<file path="config.mk">
export PLATFORM = sky130hd
export DESIGN_NAME = weights_sram_writer
export DESIGN_NICKNAME = d
export VERILOG_FILES = /design/src/rtl/cvxif_pkg.sv /design/src/rtl/weights_sram_writer_packer.sv /design/src/rtl/weights_sram_writer.sv
export SDC_FILE = /design/constraint.sdc
export NUM_CORES = 1
export LEC_CHECK = 0
export ABC_AREA = 1
export CAP_MARGIN = 20
export CORE_AREA = 4 4 167 153
export DETAILED_ROUTE_END_ITERATION = 6
export DIE_AREA = 0 0 171 157
export SETUP_SLACK_MARGIN = 0.1
export SYNTH_ARGS = -nofsm -noshare
export SYNTH_HDL_FRONTEND = slang
export SYNTH_SLANG_ARGS = --single-unit
</file>
<file path="constraint.sdc">
create_clock -name i_clk -period 12.93 [get_ports i_clk]
set_input_delay 2.586 -clock i_clk [delete_from_list [all_inputs] [get_ports i_clk]]
set_output_delay 2.586 -clock i_clk [all_outputs]
set_load 0.05 [all_outputs]
</file>
<file path="src/rtl/cvxif_pkg.sv">
// Shared types for the convolution accelerator: the layer descriptor and the
// weights SRAM writer state encoding.
package cvxif_pkg;

  localparam int KW_W = 16;
  localparam int WEIGHTS_PER_WORD = 3;

  typedef struct packed {
    logic [KW_W-1:0] W_kernels;
    logic [15:0]     H_in;
    logic [15:0]     W_in;
    logic [7:0]      C_in;
    logic [7:0]      C_out;
    logic [3:0]      K;
    logic [3:0]      stride;
  } convolution;

  typedef enum logic [1:0] {WW_IDLE, WW_FILL, WW_WRITE, WW_DONE} weights_wr_state_t;

endpackage

</file>
<file path="src/rtl/weights_sram_writer_packer.sv">
// Collects signed weight bytes into a 3-lane word, lane 0 in the low byte.
// full flags the accept that lands in the last lane, so the writer can leave
// FILL on that same edge without a bubble cycle.
module weights_byte_packer
  import cvxif_pkg::*;
(
  input  logic                          i_clk,
  input  logic                          i_rst,
  input  logic                          clear,
  input  logic                          accept,
  input  logic [7:0]                    byte_in,
  output logic                          full,
  output logic [WEIGHTS_PER_WORD*8-1:0] word_out
);

  logic [1:0]                        lane;
  logic [WEIGHTS_PER_WORD-1:0][7:0]  pack;

  always_ff @(posedge i_clk) begin
    if (i_rst || clear) begin
      lane <= '0;
      pack <= '0;
    end else if (accept) begin
      pack[lane] <= byte_in;
      lane       <= lane + 2'd1;
    end
  end

  assign full     = accept && (lane == 2'(WEIGHTS_PER_WORD - 1));
  assign word_out = pack;

endmodule

</file>
<file path="src/rtl/weights_sram_writer.sv">
// Packs a weight byte stream into SRAM words and writes one channel's kernel
// block at (channel-1)*W_kernels onward, then pulses done.
//
// state    | meaning
// WW_IDLE  | waiting for a start; rejects channel 0 or empty blocks with err
// WW_FILL  | accepting bytes into the packer (ready high)
// WW_WRITE | one-cycle SRAM write of the packed word
// WW_DONE  | one-cycle done pulse, then back to idle
module weights_sram_writer
  import cvxif_pkg::*;
#(
  parameter int ADR_W  = 16,
  parameter int SRAM_W = 32
)(
  input  logic              i_clk,
  input  logic              i_rst,
  input  convolution        data,
  input  logic              i_start,
  input  logic [6:0]        i_channel,
  input  logic              i_w_valid,
  input  logic signed [7:0] i_w_data,
  output logic              o_w_ready,
  output logic [ADR_W-1:0]  o_sram_addr,
  output logic              o_sram_wren,
  output logic [SRAM_W-1:0] o_sram_wdata,
  output logic              o_busy,
  output logic              o_done,
  output logic              o_err
);

  weights_wr_state_t state;

  logic [KW_W-1:0]   word_cnt;
  logic [KW_W-1:0]   wk_q;
  logic [ADR_W-1:0]  base_q;
  logic [ADR_W-1:0]  addr_q;
  logic [SRAM_W-1:0] wdata_q;
  logic              ready_q;
  logic              wren_q;
  logic              busy_q;
  logic              done_q;
  logic              err_q;

  logic              start_ok;
  logic [6:0]        ch_m1;
  logic [ADR_W-1:0]  base_next;
  logic              pk_clear;
  logic              pk_accept;
  logic              pk_full;
  logic [WEIGHTS_PER_WORD*8-1:0] pk_word;

  logic unused_data;
  assign unused_data = ^{data.H_in, data.W_in, data.C_in, data.C_out, data.K, data.stride};

  assign start_ok  = i_start && (i_channel != 7'd0) && (data.W_kernels != '0);
  assign ch_m1     = i_channel - 7'd1;
  // The low ADR_W bits of a product only depend on the low ADR_W bits of the operands.
  assign base_next = ADR_W'(ch_m1) * ADR_W'(data.W_kernels);

  assign pk_accept = i_w_valid && ready_q;
  assign pk_clear  = ((state == WW_IDLE) && start_ok) || (state == WW_WRITE);

  weights_byte_packer u_packer (
    .i_clk    (i_clk),
    .i_rst    (i_rst),
    .clear    (pk_clear),
    .accept   (pk_accept),
    .byte_in  (i_w_data),
    .full     (pk_full),
    .word_out (pk_word)
  );

  always_ff @(posedge i_clk) begin
    if (i_rst) begin
      state    <= WW_IDLE;
      word_cnt <= '0;
      wk_q     <= '0;
      base_q   <= '0;
      addr_q   <= '0;
      wdata_q  <= '0;
      ready_q  <= 1'b0;
      wren_q   <= 1'b0;
      busy_q   <= 1'b0;
      done_q   <= 1'b0;
      err_q    <= 1'b0;
    end else begin
      wren_q <= 1'b0;
      done_q <= 1'b0;
      err_q  <= 1'b0;
      case (state)
        WW_IDLE: begin
          if (i_start) begin
            wk_q   <= data.W_kernels;
            base_q <= base_next;
            if (start_ok) begin
              state    <= WW_FILL;
              word_cnt <= '0;
              ready_q  <= 1'b1;
              busy_q   <= 1'b1;
            end else begin
              err_q <= 1'b1;
            end
          end
        end
        WW_FILL: begin
          if (pk_full) begin
            state   <= WW_WRITE;
            ready_q <= 1'b0;
            wren_q  <= 1'b1;
            addr_q  <= base_q + ADR_W'(word_cnt);
          end
        end
        WW_WRITE: begin
          wdata_q <= SRAM_W'(pk_word);
          if (word_cnt == wk_q - KW_W'(1)) begin
            state  <= WW_DONE;
            done_q <= 1'b1;
          end else begin
            state    <= WW_FILL;
            word_cnt <= word_cnt + KW_W'(1);
            ready_q  <= 1'b1;
          end
        end
        WW_DONE: begin
          state  <= WW_IDLE;
          busy_q <= 1'b0;
        end
        default: state <= WW_IDLE;
      endcase
    end
  end

  // During WRITE the packer still holds the complete word; afterwards wdata_q keeps it.
  assign o_sram_wdata = (state == WW_WRITE) ? SRAM_W'(pk_word) : wdata_q;
  assign o_sram_addr  = addr_q;
  assign o_sram_wren  = wren_q;
  assign o_w_ready    = ready_q;
  assign o_busy       = busy_q;
  assign o_done       = done_q;
  assign o_err        = err_q;

endmodule

</file>
# == After elaboration in Yosys (flattened, before gate mapping) ==
# Index checks and enable logic that the tools add are counted.
# word_totals
latchBits,0
rom_bits,0
mem_count,0
word_cells,81
mem_bits_rw,0
regBits,129
out_inout_bits,53
# classes
n_mux,22
shifts,0
addsub,5
n_bitwise,4
n_eq_ne,9
div_mod_pow,0
n_lt_le_gt_ge,2
multipliers,1
n_reduce_logical,23
# op_table
op,count
two-way mux 16 bit,3
two-way mux 32 bit,1
case mux 16 bit (2 select lines),1
bitwise mux 24 bit,1
"adder 16 x 1 -> 16 bit, second input constant",1
adder 16 bit,1
demux 8 bit (select 2 bit),1
== test 16 bit,1
multiplier 7 x 16 -> 16 bit,1
nonzero test 16 bit,1
"subtractor 16 x 1 -> 16 bit, second input constant",1
two-way mux 2 bit,4
two-way mux 8 bit,1
"inequality test 2 bit, second input constant",4
case mux 2 bit (4 select lines),1
two-way mux 1 bit,7
nonzero test 7 bit,1
"subtractor 7 x 1 -> 7 bit, second input constant",1
"== test 2 bit, second input constant",3
logical AND 1 bit,6
AND reduction 3 bit,2
AND reduction 5 bit,1
inverter 1 bit,4
AND reduction 2 bit,2
13 further kinds,16

# == Longest topological paths before layout ==
# logic_depth
ltp_word,6
mapped_depth,28

# == By module ==
# Synthesis repeated with hierarchy kept, for this count alone.
# unflattened
hier_cells,1415
area_unflattened_um2,9698.1
# by_module_without_submodules
module,instances,cells_per_inst,area_each_um2
weights_sram_writer,1,1245,8521.9
weights_byte_packer,1,170,1176.1

# == Worst setup path after synthesis ==
# Ideal clock, no wire load.
# synth_timing
kind,input -> register
startpoint,in i_channel[0]
endpoint,reg base_q[13]
stages,25
path_slack_ps,5452
arrival_ps,7362
required_ps,12815
cell_sequence,inv_1 clkbuf_1 ha_1 or2_2 nand2_1 clkbuf_1 nor2_1 fa_1 inv_1 fa_1 inv_1 fa_1 inv_1 fa_1 inv_1 ha_1 inv_1 o21ai_0 a21oi_1 nand2_1 a21oi_1 o21bai_1 xor2_1 o21ai_0 inv_1
# synth_between
elab_chain_cells,2
# synth_lines
item,line,rtl
from (decl),weights_sram_writer.sv:19,"input logic [6:0] i_channel,"
subtractor 7 x 1 -> 7 bit,weights_sram_writer.sv:56,assign ch_m1 = i_channel - 7'd1;
multiplier 7 x 16 -> 16 bit,weights_sram_writer.sv:58,assign base_next = ADR_W'(ch_m1) * ADR_W'(data.W_kernels);
to (signal assigned),weights_sram_writer.sv:94,base_q <= base_next;
to (decl),weights_sram_writer.sv:35,logic [ADR_W-1:0] base_q;
# Every way passes these cells.
# A chain may end at the register's enable or synchronous reset.

# == Worst setup path after layout ==
# layout_timing
startpoint,in i_channel[0]
endpoint,reg base_q[15]
# Same word-level chain as after synthesis.

==> report_table.html <==
<table>
<tr><th>Metric</th><th>Value</th></tr>
<tr><th colspan="2">Run status</th></tr>
<tr><td>Result of the run</td><td>finished, final reports clean</td></tr>
<tr><th colspan="2">Detailed routing</th></tr>
<tr><td>Routed met2 length</td><td>around 11 mm</td></tr>
<tr><td>Detailed-route DRC error count</td><td>0</td></tr>
<tr><td>DRT antenna net count</td><td>0</td></tr>
<tr><td>Drt total wl</td><td>24.3 mm</td></tr>
<tr><td>Met1 layer wirelength in the final routing</td><td>12.0 mm</td></tr>
<tr><td>Highest routed layer</td><td>met4</td></tr>
<tr><td>Wire length on met3</td><td>approximately 1.3 mm</td></tr>
<tr><td>Starting DRT DRC Count</td><td>644</td></tr>
<tr><td>Post-detailed-route via-to-cell ratio</td><td>4.93</td></tr>
<tr><td>Routed wire per std cell</td><td>14.2 um</td></tr>
<tr><td>First-pass DRT Iterations</td><td>5</td></tr>
<tr><td>Via count</td><td>8,442</td></tr>
<tr><th colspan="2">Pwr</th></tr>
<tr><td>Clk network pwr share</td><td>28.3%</td></tr>
<tr><td>IR drop worst, VDD</td><td>85.6 uV</td></tr>
<tr><td>Internal Pwr Total</td><td>slightly below 1 mW</td></tr>
<tr><td>Switching pwr</td><td>716 uW</td></tr>
<tr><td>Tot Pwr</td><td>1.68 mW</td></tr>
<tr><td>Leakage dissipation</td><td>5.14 nW</td></tr>
<tr><td>Share of power burned in combinational logic</td><td>44.9%</td></tr>
<tr><td>Part of the total power dissipated in sequential elements</td><td>26.8%</td></tr>
<tr><td>Switch share</td><td>42.7%</td></tr>
<tr><td>Power density normalized to cell area</td><td>approximately 150 nW/um^2</td></tr>
<tr><th colspan="2">Logic synthesis</th></tr>
<tr><td>Avg Synthesized Cell Area</td><td>7.04 um^2</td></tr>
<tr><td>Synth top area cells</td><td>sky130_fd_sc_hd__dfxtp_1 (28%), sky130_fd_sc_hd__fa_1 (11%), sky130_fd_sc_hd__nand2_1 (8.4%)</td></tr>
<tr><td>Summed instance area of the synthesized netlist</td><td>9350 um^2</td></tr>
<tr><td>EDFF count, synth</td><td>0</td></tr>
<tr><td>Library cells used by synthesis</td><td>48</td></tr>
<tr><td>Top-area cell type share of the netlist area</td><td>27.6%</td></tr>
<tr><td>Post-synthesis instance total</td><td>around 1,300</td></tr>
<tr><td>Synth Register Bits</td><td>about 130</td></tr>
<tr><td>Warnings, synthesis</td><td>0</td></tr>
<tr><td>Share of synthesized flip-flops with an asynchronous set or reset</td><td>0%</td></tr>
<tr><td>Part of the Yosys area used for sequential elements</td><td>27.6%</td></tr>
<tr><td>Area leader, netlist</td><td>sky130_fd_sc_hd__dfxtp_1</td></tr>
<tr><td>Syn_nets</td><td>approximately 1,500</td></tr>
<tr><td>Synth Flop Type</td><td>sky130_fd_sc_hd__dfxtp_1</td></tr>
<tr><th colspan="2">Setup path</th></tr>
<tr><td>Worst path required time</td><td>13,250 ps</td></tr>
<tr><td>Crit-path max cell delay</td><td>610 ps</td></tr>
<tr><td>Flop-to-flop setup slack</td><td>9490 ps</td></tr>
<tr><td>Number of cell instances on the worst register-to-register path</td><td>13</td></tr>
<tr><td>Most used cell along the critical path</td><td>sky130_fd_sc_hd__inv_1</td></tr>
<tr><td>Startpoint of the lowest-slack register-to-register path</td><td>state[1]$_SDFFE_PP0P_</td></tr>
<tr><td>Element type at the critical path start</td><td>input port</td></tr>
<tr><td>Worst-path cell chain</td><td>clkdlybuf4s50_1 -&gt; inv_1 -&gt; ha_1 -&gt; or2_2 -&gt; nand2_1 -&gt; nor2_1 -&gt; fa_1 -&gt; inv_1 -&gt; fa_1 -&gt; inv_1 -&gt; fa_1 -&gt; inv_1 -&gt; fa_1 -&gt; inv_1 -&gt; ha_1 -&gt; inv_1 -&gt; o21ai_0 -&gt; a221oi_1 -&gt; o211ai_1 -&gt; nand3_1 -&gt; nand3_1 -&gt; nand2_1 -&gt; inv_1</td></tr>
<tr><td>Worst flop-to-flop path endpoint</td><td>word_cnt[1]$_SDFFE_PP0P_</td></tr>
<tr><td>Slowest stage cell, crit path</td><td>sky130_fd_sc_hd__clkdlybuf4s50_1</td></tr>
<tr><td>CP endpoint kind</td><td>flip-flop</td></tr>
<tr><td>Max FO, Critical Path</td><td>15</td></tr>
<tr><td>Data arrival time of the worst path</td><td>8480 ps</td></tr>
<tr><td>Start-to-end type of the worst setup path</td><td>input port to flip-flop</td></tr>
<tr><th colspan="2">Placement</th></tr>
<tr><td>Placed Area</td><td>10,400 um^2</td></tr>
<tr><td>Placer's final routability congestion estimate</td><td>0.890</td></tr>
<tr><td>Half-perimeter wire length after detailed placement</td><td>18.4 mm</td></tr>
<tr><td>Buffers added on ports</td><td>just under 90</td></tr>
<tr><th colspan="2">Clock network</th></tr>
<tr><td>Clock sink count</td><td>~130</td></tr>
<tr><td>Worst-skew pair later-pin latency</td><td>around 420 ps</td></tr>
<tr><td>Num CTS Buffers</td><td>17</td></tr>
<tr><td>TritonCTS clock tree</td><td>done</td></tr>
<tr><td>Hold-fix buffer count after cts</td><td>0</td></tr>
<tr><td>Setup bufs post-CTS</td><td>0</td></tr>
<tr><td>Cell chosen for the clock root</td><td>sky130_fd_sc_hd__clkbuf_16</td></tr>
<tr><td>Htree depth</td><td>4</td></tr>
<tr><td>Post-cts sizing count</td><td>0</td></tr>
<tr><td>Buffers from clock root to sink, at most</td><td>2</td></tr>
<tr><td>Register clock-pin slew on the reported worst setup and hold paths</td><td>60 ps</td></tr>
<tr><th colspan="2">Cells and area</th></tr>
<tr><td>Sequential cell area in the final layout</td><td>~2600 um^2</td></tr>
<tr><td>Post-route cell area</td><td>between 10,000 and 15,000 um^2</td></tr>
<tr><td>Highest-count cells in the layout ignoring fill and taps</td><td>sky130_fd_sc_hd__nand2_1 (209), sky130_fd_sc_hd__inv_1 (204), sky130_fd_sc_hd__nor2_1 (201)</td></tr>
<tr><td>Area of the multi-input gates</td><td>between 5000 and 6000 um^2</td></tr>
<tr><td>Commonest non-fill, non-tap cell in the layout</td><td>sky130_fd_sc_hd__nand2_1</td></tr>
<tr><td>Layout cells sized above 1</td><td>7.19%</td></tr>
<tr><td>Number of filler instances in the final layout</td><td>between 2,000 and 2,500</td></tr>
<tr><td>Final antenna diode count</td><td>0</td></tr>
<tr><td>Final net count</td><td>1,579</td></tr>
<tr><td>Layout-stage area growth over the synthesis result</td><td>17.9%</td></tr>
<tr><th colspan="2">Timing</th></tr>
<tr><td>Worst slew slack as a fraction of its limit</td><td>36.3%</td></tr>
<tr><td>Worst clock skew</td><td>11.3 ps</td></tr>
<tr><td>Final hold violations</td><td>0</td></tr>
<tr><td>Total negative setup slack</td><td>0 ps</td></tr>
<tr><td>Slew at the pin closest to its max-slew limit</td><td>~950 ps</td></tr>
<tr><td>Tmin final</td><td>8160 ps</td></tr>
<tr><td>RSZ-0062 raised after global routing</td><td>false</td></tr>
<tr><td>Final count of negative-setup-slack endpoints</td><td>0</td></tr>
<tr><td>Peak clock frequency supported by timing</td><td>approximately 120 MHz</td></tr>
<tr><td>Max Slew Vio Count</td><td>0</td></tr>
<tr><td>Tcrit/Tclk final</td><td>63.1%</td></tr>
<tr><th colspan="2">Floorplan</th></tr>
<tr><td>Total Die Area</td><td>26,800 um^2</td></tr>
<tr><td>DIE WIDTH</td><td>about 170 um</td></tr>
<tr><td>Core Region</td><td>23,900 um^2</td></tr>
<tr><td>Starting density of the core</td><td>slightly below 40%</td></tr>
<tr><td>Floorplan die height</td><td>approximately 160 um</td></tr>
<tr><td>Number of top-level pins</td><td>144</td></tr>
<tr><td>Placement Rows</td><td>54</td></tr>
<tr><th colspan="2">Global route</th></tr>
<tr><td>Largest net degree at the start of global routing</td><td>71</td></tr>
<tr><td>GRT Total Usage</td><td>18.6%</td></tr>
<tr><td>Grt total ovfl</td><td>0</td></tr>
<tr><td>First-pass GRT wire length</td><td>between 40 and 50 mm</td></tr>
<tr><td>Number of global-route vias before repair</td><td>just over 8,000</td></tr>
<tr><td>Initial antenna violation count</td><td>0</td></tr>
<tr><th colspan="2">Hold path</th></tr>
<tr><td>Min-Delay Startpoint</td><td>wdata_q[31]$_SDFF_PP0_</td></tr>
<tr><td>Worst min path class</td><td>flip-flop to flip-flop</td></tr>
<tr><td>Hold path endpoint</td><td>wdata_q[31]$_SDFF_PP0_</td></tr>
<tr><td>Cell count of the worst hold path</td><td>2</td></tr>
<tr><th colspan="2">Flow run</th></tr>
<tr><td>Max-cap violations</td><td>0</td></tr>
</table>
==> power by group through the flow <==
stage | clock network [mW] | logic [mW] | registers [mW]
after floorplan | 0 | 0.575 | 0.457
after global placement | 0 | 0.746 | 0.458
after detailed placement | 0 | 0.754 | 0.459
after CTS | 0.488 | 0.759 | 0.450
after global routing | 0.509 | 0.872 | 0.454
final | 0.474 | 0.754 | 0.450
==> flip-flops by register name (all words and copies together), names as in the netlist <==
signal / flops
base_q: 16
u_packer.word_out: 24
word_cnt: 16
state: 2
o_sram_wren: 1
o_err: 1
wdata_q: 32
u_packer.lane: 2
o_busy: 1
o_w_ready: 1
o_sram_addr: 16
wk_q: 16
o_done: 1
==> cell type report <==
type	instances	area share [%]
repair buffers	90	8.06
multi-input cells	943	52.5
clock buffers	17	3.86
inverters	210	7.15
flip-flops and latches	129	23.4
clock inverters	15	1.49
well taps	308	3.49
==> per-layer routing <==
metal | up-vias | track usage [%]
li1 | 4350 | -
met1 | 3850 | 26.4
met2 | 217 | 29.7
met3 | 25 | 3.54
met4 | 0 | 4.07
met5 | - | 0
==> stage by stage <==
step / utilization [%] / hold WS, ps / cells / setup WS (ps)
final: 46.1 / 441 / 1712 / 4770
after global routing: 46.1 / 464 / 1712 / 4370
after CTS: 46.1 / 448 / 1712 / 4800
after detailed placement: 43.6 / 438 / 1680 / 4330
after global placement: 43.6 / 432 / 1680 / 4370
after floorplan: - / 421 / 1328 / 5450
==> logic make-up (layout without fill, tap and decap cells) <==
family                   count (synthesis)  count (layout)  synth area share (%)
XOR/XNOR                                48              48                  4.49
buffers and inverters                  256             332                  10.4
adder cells (fa/ha/maj)                 97              97                  17.2
flip-flops                             129             129                  27.6
AND/OR/NAND/NOR                        603             603                  28.7
AO/OA/AOI/OAI                          195             195                  11.5
==> worst max-delay path, delay by kind of cell <==
family	cells	cell delay [ps]
AOI/OAI and AO/OA	3	630
buffers and inverters	8	1290
adders and majority gates	6	2770
and+or+nand+nor	6	1190
==> cells in the mapped netlist, types with 2 or more instances <==
library cell	number
sky130_fd_sc_hd__a21boi_0	2
sky130_fd_sc_hd__a21o_1	3
sky130_fd_sc_hd__a21oi_1	85
sky130_fd_sc_hd__a21oi_2	8
sky130_fd_sc_hd__a31oi_1	2
sky130_fd_sc_hd__and2_1	2
sky130_fd_sc_hd__and3_1	2
sky130_fd_sc_hd__buf_1	2
sky130_fd_sc_hd__buf_2	2
sky130_fd_sc_hd__clkbuf_1	40
sky130_fd_sc_hd__clkinv_1	3
sky130_fd_sc_hd__dfxtp_1	129
sky130_fd_sc_hd__fa_1	53
sky130_fd_sc_hd__ha_1	44
sky130_fd_sc_hd__inv_1	204
sky130_fd_sc_hd__inv_2	3
sky130_fd_sc_hd__nand2_1	209
sky130_fd_sc_hd__nand2_2	10
sky130_fd_sc_hd__nand3_1	75
sky130_fd_sc_hd__nand3b_1	5
sky130_fd_sc_hd__nand4_1	33
sky130_fd_sc_hd__nor2_1	201
sky130_fd_sc_hd__nor2_2	5
sky130_fd_sc_hd__nor2_4	2
sky130_fd_sc_hd__nor3_1	18
sky130_fd_sc_hd__nor4_1	6
sky130_fd_sc_hd__o211ai_1	6
sky130_fd_sc_hd__o21ai_0	78
sky130_fd_sc_hd__o21bai_1	3
sky130_fd_sc_hd__or2_2	29
sky130_fd_sc_hd__xnor2_1	16
sky130_fd_sc_hd__xor2_1	32
==> worst max-delay path by stage <==
stage                 start                      end  slack [ps]  cells after the start
2_1_floorplan  i_channel[0]  base_q[13]$_SDFFE_PP0P_        5450                     25
3_3_place_gp   i_channel[0]  base_q[15]$_SDFFE_PP0P_        4370                     23
3_5_place_dp   i_channel[0]  base_q[15]$_SDFFE_PP0P_        4330                     23
4_1_cts        i_channel[0]  base_q[15]$_SDFFE_PP0P_        4800                     23
5_1_grt        i_channel[0]  base_q[13]$_SDFFE_PP0P_        4370                     24
6_report       i_channel[0]  base_q[15]$_SDFFE_PP0P_        4770                     23
Power figures use the tool's default switching activity.
